<file path="config.mk">
export PLATFORM = sky130hd
export DESIGN_NAME = plcp_preamble_tx_flat
export DESIGN_NICKNAME = d
export VERILOG_FILES = /design/src/rtl/plcp_preamble_tx_if.sv /design/src/rtl/plcp_preamble_tx.sv /design/src/flat_wrapper.sv
export SDC_FILE = /design/constraint.sdc
export NUM_CORES = 1
export LEC_CHECK = 0
export ABC_AREA = 1
export BUFFER_PORTS_ARGS = -buffer_cell sky130_fd_sc_hd__buf_2
export CAP_MARGIN = 10
export CORE_UTILIZATION = 50
export CTS_CLUSTER_SIZE = 12
export DETAILED_ROUTE_END_ITERATION = 12
export GPL_TIMING_DRIVEN = 1
export MAX_ROUTING_LAYER = met4
export PLACE_DENSITY = 0.66
export SYNTH_ARGS = -nofsm -noshare
export SYNTH_HDL_FRONTEND = slang
export SYNTH_SLANG_ARGS = --single-unit
</file>
<file path="constraint.sdc">
create_clock -name clk -period 2.65 [get_ports clk]
set_input_delay 0.265 -clock clk [delete_from_list [all_inputs] [get_ports clk]]
set_output_delay 0.265 -clock clk [all_outputs]
set_load 0.02 [all_outputs]
</file>
<file path="src/rtl/plcp_preamble_tx_if.sv">
// Bus between the PPDU framer and its requester / payload source / spreader.
interface plcp_preamble_tx_if;
  logic        start;
  logic [15:0] length_us;
  logic        pay_bit;
  logic        pay_valid;
  logic        pay_ready;
  logic        tx_bit;
  logic        tx_valid;
  logic        busy;
  logic        tx_done;
  logic        underrun;

  // Requester side: issues frames, supplies payload, consumes the bit stream.
  modport master (
    output start, length_us, pay_bit, pay_valid,
    input  pay_ready, tx_bit, tx_valid, busy, tx_done, underrun
  );

  // Framer side.
  modport slave (
    input  start, length_us, pay_bit, pay_valid,
    output pay_ready, tx_bit, tx_valid, busy, tx_done, underrun
  );
endinterface

</file>
<file path="src/rtl/plcp_preamble_tx.sv">
// 802.11b 1 Mbps long-preamble PPDU framer: SYNC, SFD, PLCP header, CRC-16,
// then payload bits, emitted bit-serially with one strobe per bit period.
module plcp_preamble_tx #(
  parameter int unsigned BIT_PERIOD  = 11,
  parameter int unsigned SYNC_LEN    = 128,
  parameter logic [15:0] SFD_VAL     = 16'hF3A0,
  parameter logic [7:0]  SIGNAL_VAL  = 8'h0A,
  parameter logic [7:0]  SERVICE_VAL = 8'h00
) (
  input  logic               clk,
  input  logic               reset,
  plcp_preamble_tx_if.slave  bus
);

  localparam int unsigned CNT_W = 8;
  localparam int unsigned FLD_W = 8;
  localparam int unsigned LEN_W = 16;
  localparam int unsigned CRC_W = 16;
  localparam int unsigned HDR_W = 32;

  localparam logic [CNT_W-1:0] CNT_LAST  = CNT_W'(BIT_PERIOD - 1);
  localparam logic [FLD_W-1:0] SYNC_LAST = FLD_W'(SYNC_LEN - 1);
  localparam logic [CRC_W-1:0] CRC_INIT  = 16'hFFFF;
  localparam logic [CRC_W-1:0] CRC_POLY  = 16'h1021;

  typedef enum logic [2:0] {IDLE, SYNC, SFD, HDR, CRC, PAY} state_t;

  state_t             state_q, state_d;
  logic [CNT_W-1:0]   cnt_q, cnt_d;
  logic [FLD_W-1:0]   fcnt_q, fcnt_d, fcnt_inc;
  logic [LEN_W-1:0]   pcnt_q, pcnt_d;
  logic [LEN_W-1:0]   len_q, len_d;
  logic [CRC_W-1:0]   crc_q, crc_d, crc_nxt;
  logic               tx_bit_q, tx_bit_d;
  logic               tx_valid_q, tx_valid_d;
  logic               busy_q, busy_d;
  logic               tx_done_q, tx_done_d;
  logic               underrun_q, underrun_d;
  logic               pay_ready_q, pay_ready_d;
  logic [HDR_W-1:0]   hdr;
  logic [3:0]         crc_idx;
  logic               bit_end;
  logic               take_pay;
  logic               finish;

  // One bit-serial step of the x^16+x^12+x^5+1 header CRC.
  function automatic logic [CRC_W-1:0] crc_step(input logic [CRC_W-1:0] c, input logic b);
    logic fb;
    fb = c[15] ^ b;
    return {c[14:0], 1'b0} ^ (fb ? CRC_POLY : 16'h0000);
  endfunction

  // State and output registers.
  always_ff @(posedge clk) begin
    if (reset) begin
      state_q     <= IDLE;
      cnt_q       <= '0;
      fcnt_q      <= '0;
      pcnt_q      <= '0;
      len_q       <= '0;
      crc_q       <= CRC_INIT;
      tx_bit_q    <= 1'b0;
      tx_valid_q  <= 1'b0;
      busy_q      <= 1'b0;
      tx_done_q   <= 1'b0;
      underrun_q  <= 1'b0;
      pay_ready_q <= 1'b0;
    end else begin
      state_q     <= state_d;
      cnt_q       <= cnt_d;
      fcnt_q      <= fcnt_d;
      pcnt_q      <= pcnt_d;
      len_q       <= len_d;
      crc_q       <= crc_d;
      tx_bit_q    <= tx_bit_d;
      tx_valid_q  <= tx_valid_d;
      busy_q      <= busy_d;
      tx_done_q   <= tx_done_d;
      underrun_q  <= underrun_d;
      pay_ready_q <= pay_ready_d;
    end
  end

  // Next state and next outputs; a new bit is chosen only at the end of a bit period.
  always_comb begin
    state_d     = state_q;
    cnt_d       = cnt_q;
    fcnt_d      = fcnt_q;
    pcnt_d      = pcnt_q;
    len_d       = len_q;
    crc_d       = crc_q;
    tx_bit_d    = tx_bit_q;
    busy_d      = busy_q;
    tx_valid_d  = 1'b0;
    tx_done_d   = 1'b0;
    underrun_d  = 1'b0;
    pay_ready_d = 1'b0;
    take_pay    = 1'b0;
    finish      = 1'b0;
    fcnt_inc    = fcnt_q + 8'd1;
    hdr         = {len_q, SERVICE_VAL, SIGNAL_VAL};
    crc_nxt     = crc_step(crc_q, tx_bit_q);
    crc_idx     = 4'd15 - fcnt_inc[3:0];
    bit_end     = (cnt_q == CNT_LAST);

    if (state_q == IDLE) begin
      if (bus.start) begin
        state_d    = SYNC;
        len_d      = bus.length_us;
        busy_d     = 1'b1;
        tx_valid_d = 1'b1;
        tx_bit_d   = 1'b1;
        cnt_d      = '0;
        fcnt_d     = '0;
        crc_d      = CRC_INIT;
      end
    end else if (!bit_end) begin
      cnt_d = cnt_q + 8'd1;
    end else begin
      cnt_d      = '0;
      fcnt_d     = fcnt_inc;
      tx_valid_d = 1'b1;
      case (state_q)
        SYNC: begin
          if (fcnt_q == SYNC_LAST) begin
            state_d  = SFD;
            fcnt_d   = '0;
            tx_bit_d = SFD_VAL[0];
          end else begin
            tx_bit_d = 1'b1;
          end
        end
        SFD: begin
          if (fcnt_q == 8'd15) begin
            state_d  = HDR;
            fcnt_d   = '0;
            tx_bit_d = hdr[0];
          end else begin
            tx_bit_d = SFD_VAL[fcnt_inc[3:0]];
          end
        end
        HDR: begin
          crc_d = crc_nxt;
          if (fcnt_q == 8'd31) begin
            state_d  = CRC;
            fcnt_d   = '0;
            tx_bit_d = ~crc_nxt[15];
          end else begin
            tx_bit_d = hdr[fcnt_inc[4:0]];
          end
        end
        CRC: begin
          if (fcnt_q == 8'd15) begin
            fcnt_d = '0;
            if (len_q == 16'd0) begin
              finish = 1'b1;
            end else begin
              state_d  = PAY;
              pcnt_d   = '0;
              take_pay = 1'b1;
            end
          end else begin
            tx_bit_d = ~crc_q[crc_idx];
          end
        end
        PAY: begin
          if (pcnt_q == len_q - 16'd1) begin
            finish = 1'b1;
          end else begin
            pcnt_d   = pcnt_q + 16'd1;
            take_pay = 1'b1;
          end
        end
        default: begin
          state_d    = IDLE;
          busy_d     = 1'b0;
          tx_valid_d = 1'b0;
        end
      endcase

      // Payload boundary: consume a source bit, or abort the frame if none is ready.
      if (take_pay) begin
        if (bus.pay_valid) begin
          tx_bit_d    = bus.pay_bit;
          pay_ready_d = 1'b1;
        end else begin
          underrun_d = 1'b1;
          tx_valid_d = 1'b0;
          busy_d     = 1'b0;
          state_d    = IDLE;
        end
      end

      if (finish) begin
        tx_valid_d = 1'b0;
        tx_done_d  = 1'b1;
        busy_d     = 1'b0;
        state_d    = IDLE;
      end
    end
  end

  assign bus.tx_bit    = tx_bit_q;
  assign bus.tx_valid  = tx_valid_q;
  assign bus.busy      = busy_q;
  assign bus.tx_done   = tx_done_q;
  assign bus.underrun  = underrun_q;
  assign bus.pay_ready = pay_ready_q;

endmodule

</file>
<file path="src/flat_wrapper.sv">
// flat-port wrapper written by rule: the top's interface ports become plain ports
module plcp_preamble_tx_flat 
#(
  parameter int unsigned BIT_PERIOD  = 11,
  parameter int unsigned SYNC_LEN    = 128,
  parameter logic [15:0] SFD_VAL     = 16'hF3A0,
  parameter logic [7:0]  SIGNAL_VAL  = 8'h0A,
  parameter logic [7:0]  SERVICE_VAL = 8'h00
)
  (clk, reset, bus_start, bus_length_us, bus_pay_bit, bus_pay_valid, bus_pay_ready, bus_tx_bit, bus_tx_valid, bus_busy, bus_tx_done, bus_underrun);
  plcp_preamble_tx_if bus_i ();
  input  logic clk;
  input  logic reset;
  input wire logic [$bits(bus_i.start)-1:0] bus_start;
  input wire logic [$bits(bus_i.length_us)-1:0] bus_length_us;
  input wire logic [$bits(bus_i.pay_bit)-1:0] bus_pay_bit;
  input wire logic [$bits(bus_i.pay_valid)-1:0] bus_pay_valid;
  output wire logic [$bits(bus_i.pay_ready)-1:0] bus_pay_ready;
  output wire logic [$bits(bus_i.tx_bit)-1:0] bus_tx_bit;
  output wire logic [$bits(bus_i.tx_valid)-1:0] bus_tx_valid;
  output wire logic [$bits(bus_i.busy)-1:0] bus_busy;
  output wire logic [$bits(bus_i.tx_done)-1:0] bus_tx_done;
  output wire logic [$bits(bus_i.underrun)-1:0] bus_underrun;
  assign bus_i.start = bus_start;
  assign bus_i.length_us = bus_length_us;
  assign bus_i.pay_bit = bus_pay_bit;
  assign bus_i.pay_valid = bus_pay_valid;
  assign bus_pay_ready = bus_i.pay_ready;
  assign bus_tx_bit = bus_i.tx_bit;
  assign bus_tx_valid = bus_i.tx_valid;
  assign bus_busy = bus_i.busy;
  assign bus_tx_done = bus_i.tx_done;
  assign bus_underrun = bus_i.underrun;
  plcp_preamble_tx #(.BIT_PERIOD(BIT_PERIOD), .SYNC_LEN(SYNC_LEN), .SFD_VAL(SFD_VAL), .SIGNAL_VAL(SIGNAL_VAL), .SERVICE_VAL(SERVICE_VAL)) u_core (.clk(clk), .reset(reset), .bus(bus_i));
endmodule
</file>
; Word-level counts from Yosys, hierarchy flattened
; Memories as Yosys holds them, arrays and structs flattened.
; Index checks and enable logic that the tools add are counted.
[classes]
eq_ne = 14
reduce_logical = 13
bitwise = 7
n_mux = 73
n_lt_le_gt_ge = 3
add_sub_neg = 5
[ops]
columns = cell, n
row1 = $mux 16, 7
row2 = $mux 8, 8
row3 = $mux 1, 38
row4 = $mux 3, 11
row5 = $pmux 16 s2, 1
row6 = $pmux 8 s3, 1
row7 = $add 16x1->16 const B, 1
row8 = $add 8x1->8 const B, 2
row9 = $eq 16x16->1, 1
row10 = $eq 8x4->1 const B, 2
row11 = $logic_not 16->1, 1
row12 = $sub 16x1->16 const B, 1
row13 = $xor 16x16->16, 1
row14 = $pmux 3 s5, 1
row15 = $mux 13, 1
row16 = $lt 4x5->1 const B, 2
row17 = $eq 8x5->1 const B, 1
row18 = $eq 8x7->1 const B, 1
row19 = $eq 3x2->1 const B, 2
row20 = $eq 3x3->1 const B, 2
row21 = $lt 5x6->1 const B, 1
row22 = $ne 2x2->1 const B, 3
row23 = $reduce_and 6->1, 1
row24 = $reduce_bool 2->1, 3
row25 = other kinds (16), 22
[word_totals]
elab_cells = 128
ff_bits = 73
output_inout_bits = 6
input_bits = 21
romBits = 16
mem_count = 1
[mem_list]
columns = memory, words, width, rd, rd_ports_with_merged_regs, wr, line_no
row1 = (name not given), 16, 1, 1, 0, 0, plcp_preamble_tx.sv:139  ; tx_bit_d = SFD_VAL[fcnt_inc[3:0]];

; Logic depth before layout (Yosys ltp)
; Gate-level depths: netlist (run 1).
[logic_depth]
ltp_word = 11
ltp_mapped = 19
ltp_nobuf = 19

; Worst setup path before layout (run 1)
; No wires, ideal clock.
[synth_path]
path_type = reg-to-reg
from = register u_core.len_q[0]
to = register u_core.pcnt_q[10]
setup_ns = 0.138
n_path_buf = 1
stages_incl_launch_ff = 17
period_less_slack_ns = 2.000
path_slack_ns = 0.650
t_arrival_ns = 1.862
t_required_ns = 2.512
cell_sequence = dfxtp_1 inv_2 ha_1 nand2_2 nor2_4 nand3_1 nand2_1 nand2_1 inv_1 nand2_1 nor2_1 nand4_2 nand3_4 inv_4 buf_12 nand2_2 a21oi_2
[synth_between]
elab_chain_len = 4
word_cells_on_any_way = 6
classes_between = add/sub (1) / eq/ne (3) / reduce/logical (2)
[synth_rtl]
columns = element, line_no
row1 = from (decl), plcp_preamble_tx.sv:32  ; logic [LEN_W-1:0] len_q, len_d;
row2 = from (signal assigned), plcp_preamble_tx.sv:73  ; len_q <= len_d;
row3 = $sub 16x1->16, plcp_preamble_tx.sv:167  ; if (pcnt_q == len_q - 16'd1) begin
row4 = $eq 16x16->1, plcp_preamble_tx.sv:167
row5 = $ne 2x2->1 (no source line), -
row6 = $reduce_and 6->1 (no source line) (*), -
row7 = to (signal assigned), plcp_preamble_tx.sv:72  ; pcnt_q <= pcnt_d;
row8 = to (decl), plcp_preamble_tx.sv:31  ; logic [LEN_W-1:0] pcnt_q, pcnt_d;
; Mark *: on every way between the ends. The rest lies on a longest branch, timed or not.
; A chain may end at the register's enable or synchronous reset.

; Worst setup path in the final report (run 1)
[layout_path]
from = register u_core.cnt_q[0]
to = register u_core.crc_q[14]
[layout_between]
elab_chain_len = 3
[layout_rtl]
columns = element, line_no
row1 = from (decl), plcp_preamble_tx.sv:29  ; logic [CNT_W-1:0] cnt_q, cnt_d;
row2 = from (signal assigned), plcp_preamble_tx.sv:70  ; cnt_q <= cnt_d;
row3 = $eq 8x4->1, plcp_preamble_tx.sv:104  ; bit_end = (cnt_q == CNT_LAST);
row4 = $reduce_bool 2->1 (no source line), -
row5 = $reduce_and 3->1 (no source line), -
row6 = to (signal assigned), plcp_preamble_tx.sv:74  ; crc_q <= crc_d;
row7 = to (decl), plcp_preamble_tx.sv:33  ; logic [CRC_W-1:0] crc_q, crc_d, crc_nxt;
; No other way between the ends.

==> results.ini, run 1 <==
[status]
outcome = finished clean

[layout]
multi_input_area_sq_um = 2870
drive_gt1_frac = 0.136
regArea_sq_um = 1460
final_cell_mix = nand2_1, inv_1, dfxtp_1, nor2_1, o21ai_0
post-route-util = 0.572
layout_commonest_cell = nand2_1
nFillCells = 961
syn_to_final_growth_pct = 9.73
nNetsFinal = 806
final_cells = 914
final_design_area_no_fill_sq_um = 5310
diodes = 0

[synthesis]
synth_compound_area_frac = 0.179
synth.cell_area_sq_um = 4840
yosys-mux-area-fraction = 0
avgSynthCellArea_sq_um = 6.41
yosys.area.top_type_share = 0.302
yosysUniqueCellTypes = 44
yosys.area_share.simple = 0.359
yosys-top-cells-area = dfxtp_1, nand2_1, inv_1
syn_inst = 755
synth_warnings = 0
synth_top_family_by_area = simple AND/OR/NAND/NOR gates
synth_top_cell_by_area = dfxtp_1
synth_edf_count = 0
synth_fp_nets = 781
ys_seq_area_frac = 0.302
synthFlopType = dfxtp_1
synthXorXnorAreaFrac = 0.0432
ys_ff_latch = 73
synth_async_sr_flop_share = 0
synthAdderAreaFrac = 0.0129

[clock_network]
cts_hold_buf = 0
cts_root_buf = clkbuf_8
cts_resized = 0
cts_setup_buffers = 0
clock_sinks = 73
cts-buffers-inserted = 9
cts_htree_levels = 3
clk_pin_slew_ps = 90
cts_tree = yes
clock_path_buffers = 2
worstSkewPairLatency_ps = 360

[placed_design]
dp.cells = 898
dp_hpwl_um = 9840
pre_cts_ws_ps = 240
gp_congestion = 0.887
io_buffers = 26
place_area_sq_um = 5100

[run]
timing.max_cap.violations = 0

[grt]
grt_pass1_wl_um = 22000
grt.total_usage = 0.285
antenna_found_initial = 0
grt_remaining_overflow = 0
grt_max_degree = 34
grt_pass1_vias = 4634

[die]
die_y_um = 100
dieArea_sq_um = 10100
ios = 27
core_sq_um = 9280
start_util = 0.521
die_w_um = 100
rows = 35

[sta]
maxSlewHeadroom = 0.666
setup-tns-final_ps = 0
tightestPinTransition_ps = 499
finalHoldViolations = 0
rsz0062_at_grt = false
period_share = 0.890
max_freq_ghz = 0.424
fin_crit_ps = 2360
timing.hold.ws_ps = 124
finalClockSkew_ps = 15.3
finalSetupViolCount = 0
setup_ws_ps = 291
slew_violations = 0

[route]
wl_per_cell_um = 14.2
drt_iter0_drc = 278
via_per_inst = 5.41
postRouteAntennaNets = 0
wl_um = 13000
vias = 4944
remaining_drc_errors = 0
dr.pass1.iters = 5

[worst_setup_path]
cpLargestDelayFamily = simple AND/OR/NAND/NOR gates
critPathMostFrequentCell = inv_2
cpMaxStageDelayCell = dfxtp_1
end_kind = register
critPathBufInv = 4
required_ps = 2920
rrSetupSlack_ps = 290
critPathMaxFanout = 25
path_cells = inv_1 > ha_1 > nand4_1 > nor4_2 > nand2_1 > inv_2 > nor2_1 > inv_2 > nand2_2 > clkinv_2 > o21ai_0 > o211ai_1
critical_path.startpoint_type = register
critPathKind = register to register
cpPeakStageDelay_ps = 330
cp_data_arrival_time_ps = 2630

[power_and_ir_drop]
total_power_mw = 2.60
leakage_nw = 2.25
power.density_nw_per_um2 = 489
irDropWorstVdd_mv = 0.348

[hold_path]
hp-class = primary input to register

## logic make-up after synthesis
| logic type | after synthesis |
|---|---|
| AO/OA/AOI/OAI | 152 |
| XOR/XNOR | 23 |
| adder cells (fa/ha/maj) | 5 |
| buffers and inverters | 127 |
| flip-flops | 73 |
| AND/OR/NAND/NOR | 375 |
## power breakdown
group / internal, mW / switching [mW]
clock network: 0.462 / 0.460
registers: 1.14 / 0.0514
logic: 0.158 / 0.322
total: 1.76 / 0.833
## Yosys cell counts, types with 5 or more instances
| master | number |
|---|---|
| o21ai_0 | 65 |
| o211ai_1 | 17 |
| inv_2 | 5 |
| a21oi_1 | 54 |
| nand4_1 | 18 |
| nor4_1 | 7 |
| xor2_1 | 18 |
| ha_1 | 5 |
| nor2_1 | 70 |
| nand3_1 | 58 |
| inv_1 | 98 |
| nor3_1 | 13 |
| clkbuf_1 | 17 |
| nand2_1 | 166 |
| nor2_2 | 8 |
| nand2_2 | 17 |
| a21oi_2 | 9 |
| dfxtp_1 | 73 |
## per-layer routing
layer  track usage  vias to the layer above  wire length [um]  part of all wire
met5             -                        -                 0                 0
met4         0.108                        0               322             0.025
met3        0.0418                       32               637             0.049
met2         0.473                      137              6190              0.48
met1         0.352                     2257              5860              0.45
li1              -                     2518                 -                 -
## tightest hold or removal path: cells and delay by family
family / cells / cell delay (ps)
simple gates: 2 / 110
buf+inv: 1 / 80
## sequential cells by signal, indices dropped and copies added, names as in the netlist, 3 cells and up
register / flops
u_core.fcnt_q: 8
u_core.state_q: 3
u_core.len_q: 16
u_core.crc_q: 16
u_core.pcnt_q: 16
u_core.cnt_q: 8
## layout make-up
type / instances / share of cell area
clock buffer: 10 / 0.0259
multi-input combinational: 555 / 0.541
sequential: 73 / 0.275
inverter: 104 / 0.0743
clock inverter: 6 / 0.0127
tap: 129 / 0.0304
timing repair buffer: 37 / 0.0401
## final timing paths
check	startpoint	to	depth (start not counted)
worst min register to register	u_core.cnt_q[7]	u_core.cnt_q[7]	2
worst min-delay path	bus_length_us[9]	u_core.len_q[9]	3
worst max-delay path	u_core.cnt_q[0]	u_core.crc_q[14]	12
worst max register to register	u_core.cnt_q[0]	u_core.crc_q[14]	12
Note: power is estimated with default switching activity, not from simulation.
==> inputs of run 2 (changes only) <==
--- a/config.mk
+++ b/config.mk
@@ -8,12 +8,13 @@
 export ABC_AREA = 1
 export BUFFER_PORTS_ARGS = -buffer_cell sky130_fd_sc_hd__buf_2
 export CAP_MARGIN = 10
-export CORE_UTILIZATION = 50
+export CORE_UTILIZATION = 28
 export CTS_CLUSTER_SIZE = 12
 export DETAILED_ROUTE_END_ITERATION = 12
 export GPL_TIMING_DRIVEN = 1
 export MAX_ROUTING_LAYER = met4
-export PLACE_DENSITY = 0.66
+export PLACE_DENSITY = 0.42
+export RECOVER_POWER = 100
 export SYNTH_ARGS = -nofsm -noshare
 export SYNTH_HDL_FRONTEND = slang
 export SYNTH_SLANG_ARGS = --single-unit
==> run 2 against run 1 <==
Against the previous run:
- core utilization down 24 points
- sequential share of layout area down 1.1 points
- first-iteration DRC count up 11%
- clock skew down 8.6 ps
- die area up 77%
- sequential power about the same
- setup slack worse by 27 ps
- critical path type unchanged
==> results.ini, run 2 (synthesized netlist as in run 1, its figures left out) <==
[grt]
grt_max_degree = 34  ; unchanged
grt.total_usage = 0.179  ; was 0.285
grt_pass1_wl_um = 24200  ; was 22,000 um
grt_pass1_vias = 4716  ; was 4,634
antenna_found_initial = 0  ; unchanged
grt_remaining_overflow = 0  ; unchanged

[power_and_ir_drop]
power_frac_comb = 0.158  ; was 0.185
clkPwrFrac = 0.443  ; was 0.355
power_frac_seq = 0.398  ; was 0.460
switching_power_uw = 860  ; was 833 uW
power.internal_mw = 2.15  ; was 1.76 mW
irDropWorstVdd_mv = 0.311  ; was 0.348 mV
power.density_nw_per_um2 = 545  ; was 489 nW/um^2
leakage_nw = 2.29  ; was 2.25 nW
switching_share = 0.286  ; was 0.321

[worst_setup_path]
cpMaxStageDelayCell = dfxtp_1  ; unchanged
critPathMaxFanout = 5  ; was 25
critical_path.startpoint_type = register  ; unchanged
critPathMostFrequentCell = nand2_1  ; was inv_2
end_kind = register  ; unchanged
worstRegToRegCells = 15  ; was 12
cpPeakStageDelay_ps = 400  ; was 330 ps
critPathKind = register to register  ; unchanged
r2r-end = u_core.bus.tx_valid  ; was u_core.crc_q[14]
rrSetupSlack_ps = 260  ; was 290 ps
worstReg2RegStart = u_core.len_q[1]  ; was u_core.cnt_q[0]
cp_data_arrival_time_ps = 2650  ; was 2630 ps
required_ps = 2920  ; about the same
path_cells = inv_1 > ha_1 > nand2_1 > inv_1 > nor2_1 > nand3_1 > inv_1 > nand3_1 > nor3_2 > nand2_1 > nand2_1 > nand2_1 > nand2_4 > nand4_1 > a21oi_1  ; was inv_1 > ha_1 > nand4_1 > nor4_2 > nand2_1 > inv_2 > nor2_1 > inv_2 > nand2_2 > clkinv_2 > o21ai_0 > o211ai_1

[sta]
period_share = 0.900  ; was 0.890
finalSetupViolCount = 0  ; unchanged
setup_ws_ps = 264  ; was 291 ps
rsz0062_at_grt = false  ; unchanged
max_freq_ghz = 0.419  ; was 0.424 GHz
slew_violations = 0  ; unchanged
finalHoldViolations = 0  ; unchanged
fin_crit_ps = 2390  ; was 2360 ps
setup-tns-final_ps = 0  ; unchanged
finalClockSkew_ps = 6.70  ; was 15.3 ps
tightestPinTransition_ps = 527  ; was 499 ps
maxSlewHeadroom = 0.648  ; was 0.666

[layout]
multi_input_area_sq_um = 2850  ; was 2870 sq um
top_regs = u_core.crc_q: 16 flops, u_core.len_q: 16 flops, u_core.pcnt_q: 16 flops  ; unchanged
nFillCells = 1906  ; was 961
nNetsFinal = 809  ; was 806
syn_to_final_growth_pct = 14.2  ; was 9.73%
final_cell_mix = nand2_1, inv_1, dfxtp_1, nor2_1, o21ai_0  ; unchanged
regArea_sq_um = 1460  ; unchanged
drive_gt1_frac = 0.118  ; was 0.136
layout_commonest_cell = nand2_1  ; unchanged
diodes = 0  ; unchanged

[die]
core_sq_um = 16700  ; was 9280 sq um
rows = 47  ; was 35
die_w_um = 133  ; was 100 um
ios = 27  ; unchanged
die_y_um = 133  ; was 100 um
start_util = 0.290  ; was 0.521
dieArea_sq_um = 17800  ; was 10,100 sq um

[hold_path]
hp-class = primary input to register  ; unchanged
min_path_cells = 3  ; unchanged
holdPathEnd = u_core.len_q[9]  ; unchanged
holdCritStartpoint = bus_length_us[9]  ; unchanged

[placed_design]
io_buffers = 26  ; unchanged
dp_hpwl_um = 11500  ; was 9840 um
gp_congestion = 0.868  ; was 0.887
pre_cts_ws_ps = 324  ; was 240 ps

[route]
remaining_drc_errors = 0  ; unchanged
dr.pass1.iters = 4  ; was 5
wl_per_cell_um = 14.4  ; was 14.2 um
drt_iter0_drc = 308  ; was 278
vias = 4870  ; was 4,944
via_per_inst = 4.83  ; was 5.41
wl_um = 14500  ; was 13,000 um
postRouteAntennaNets = 0  ; unchanged

[clock_network]
clock_path_buffers = 2  ; unchanged
worstSkewPairLatency_ps = 350  ; was 360 ps
cts_root_buf = clkbuf_16  ; was clkbuf_8
cts_hold_buf = 0  ; unchanged
cts_setup_buffers = 0  ; unchanged
cts-buffers-inserted = 9  ; unchanged
cts_htree_levels = 3  ; unchanged
cts_tree = yes  ; unchanged
clock_sinks = 73  ; unchanged
clk_pin_slew_ps = 60  ; was 90 ps
cts_resized = 0  ; unchanged

[status]
outcome = finished clean  ; unchanged

[run]
timing.max_cap.violations = 0  ; unchanged

-- run 2: changes by cell type in the layout (fill, tap and decap cells not counted), moves of 2 or more --
cell and change:
buf_2 -6, clkbuf_1 +10, clkbuf_16 +9, clkbuf_8 -9
clkinv_2 -2, nand2_1 +5, nand2_2 -5
-- run 2: cell type report --
cell class,instances,share of cell area
clock buffers,12,0.0446
well taps,220,0.0498
inverters,104,0.0711
repair buffers,40,0.0394
clock inverters,4,0.0138
flip-flops and latches,73,0.265
multi-input cells,555,0.517
-- run 2: worst max-delay path by stage --
stage | startpoint | to | slack, ps | cells past startpoint
2_1_floorplan | u_core.len_q[0] | u_core.pcnt_q[10] | 650 | 16
6_report | u_core.len_q[1] | u_core.bus.tx_valid | 260 | 15
3_3_place_gp | u_core.len_q[0] | u_core.pcnt_q[4] | 330 | 15
5_1_grt | u_core.cnt_q[0] | u_core.crc_q[9] | 60 | 12
3_5_place_dp | u_core.len_q[0] | u_core.pcnt_q[4] | 320 | 15
4_1_cts | u_core.len_q[0] | u_core.pcnt_q[4] | 300 | 15
-- run 2: power groups by stage --
stage	clock network (mW)	logic [mW]	registers [mW]
after CTS	1.39	0.483	1.20
final	1.33	0.477	1.20
after detailed placement	0	0.481	1.22
after global placement	0	0.479	1.22
after global routing	1.43	0.544	1.21
after floorplan	0	0.357	1.21
-- run 2: routing by layer --
layer  GRT usage  share of wire  up-vias  wire length [um]
li1            -              -     2542                 -
met1       0.225           0.48     2243              6970
met2       0.286           0.47       69              6860
met3      0.0396          0.031       16               446
met4      0.0574          0.018        0               261
met5           -              0        -                 0
-- run 2: worst max-delay path, delay by kind of cell (launching register included) --
| family | cells | cell delay, ps |
|---|---|---|
| fa+ha+maj | 1 | 300 |
| buf+inv | 3 | 260 |
| compound gates | 1 | 150 |
| flops | 1 | 400 |
| simple gates | 10 | 1190 |
-- run 2: stage by stage --
step	hold WS [ps]	total power, mW	utilization	cells	cell area [sq um]
after global placement	456	1.70	0.314	992	5240
after global routing	152	3.18	0.331	1008	5520
final	139	3.01	0.331	1008	5520
after CTS	127	3.07	0.333	1008	5560
after detailed placement	465	1.70	0.314	992	5240
after floorplan	400	1.57	-	755	4840
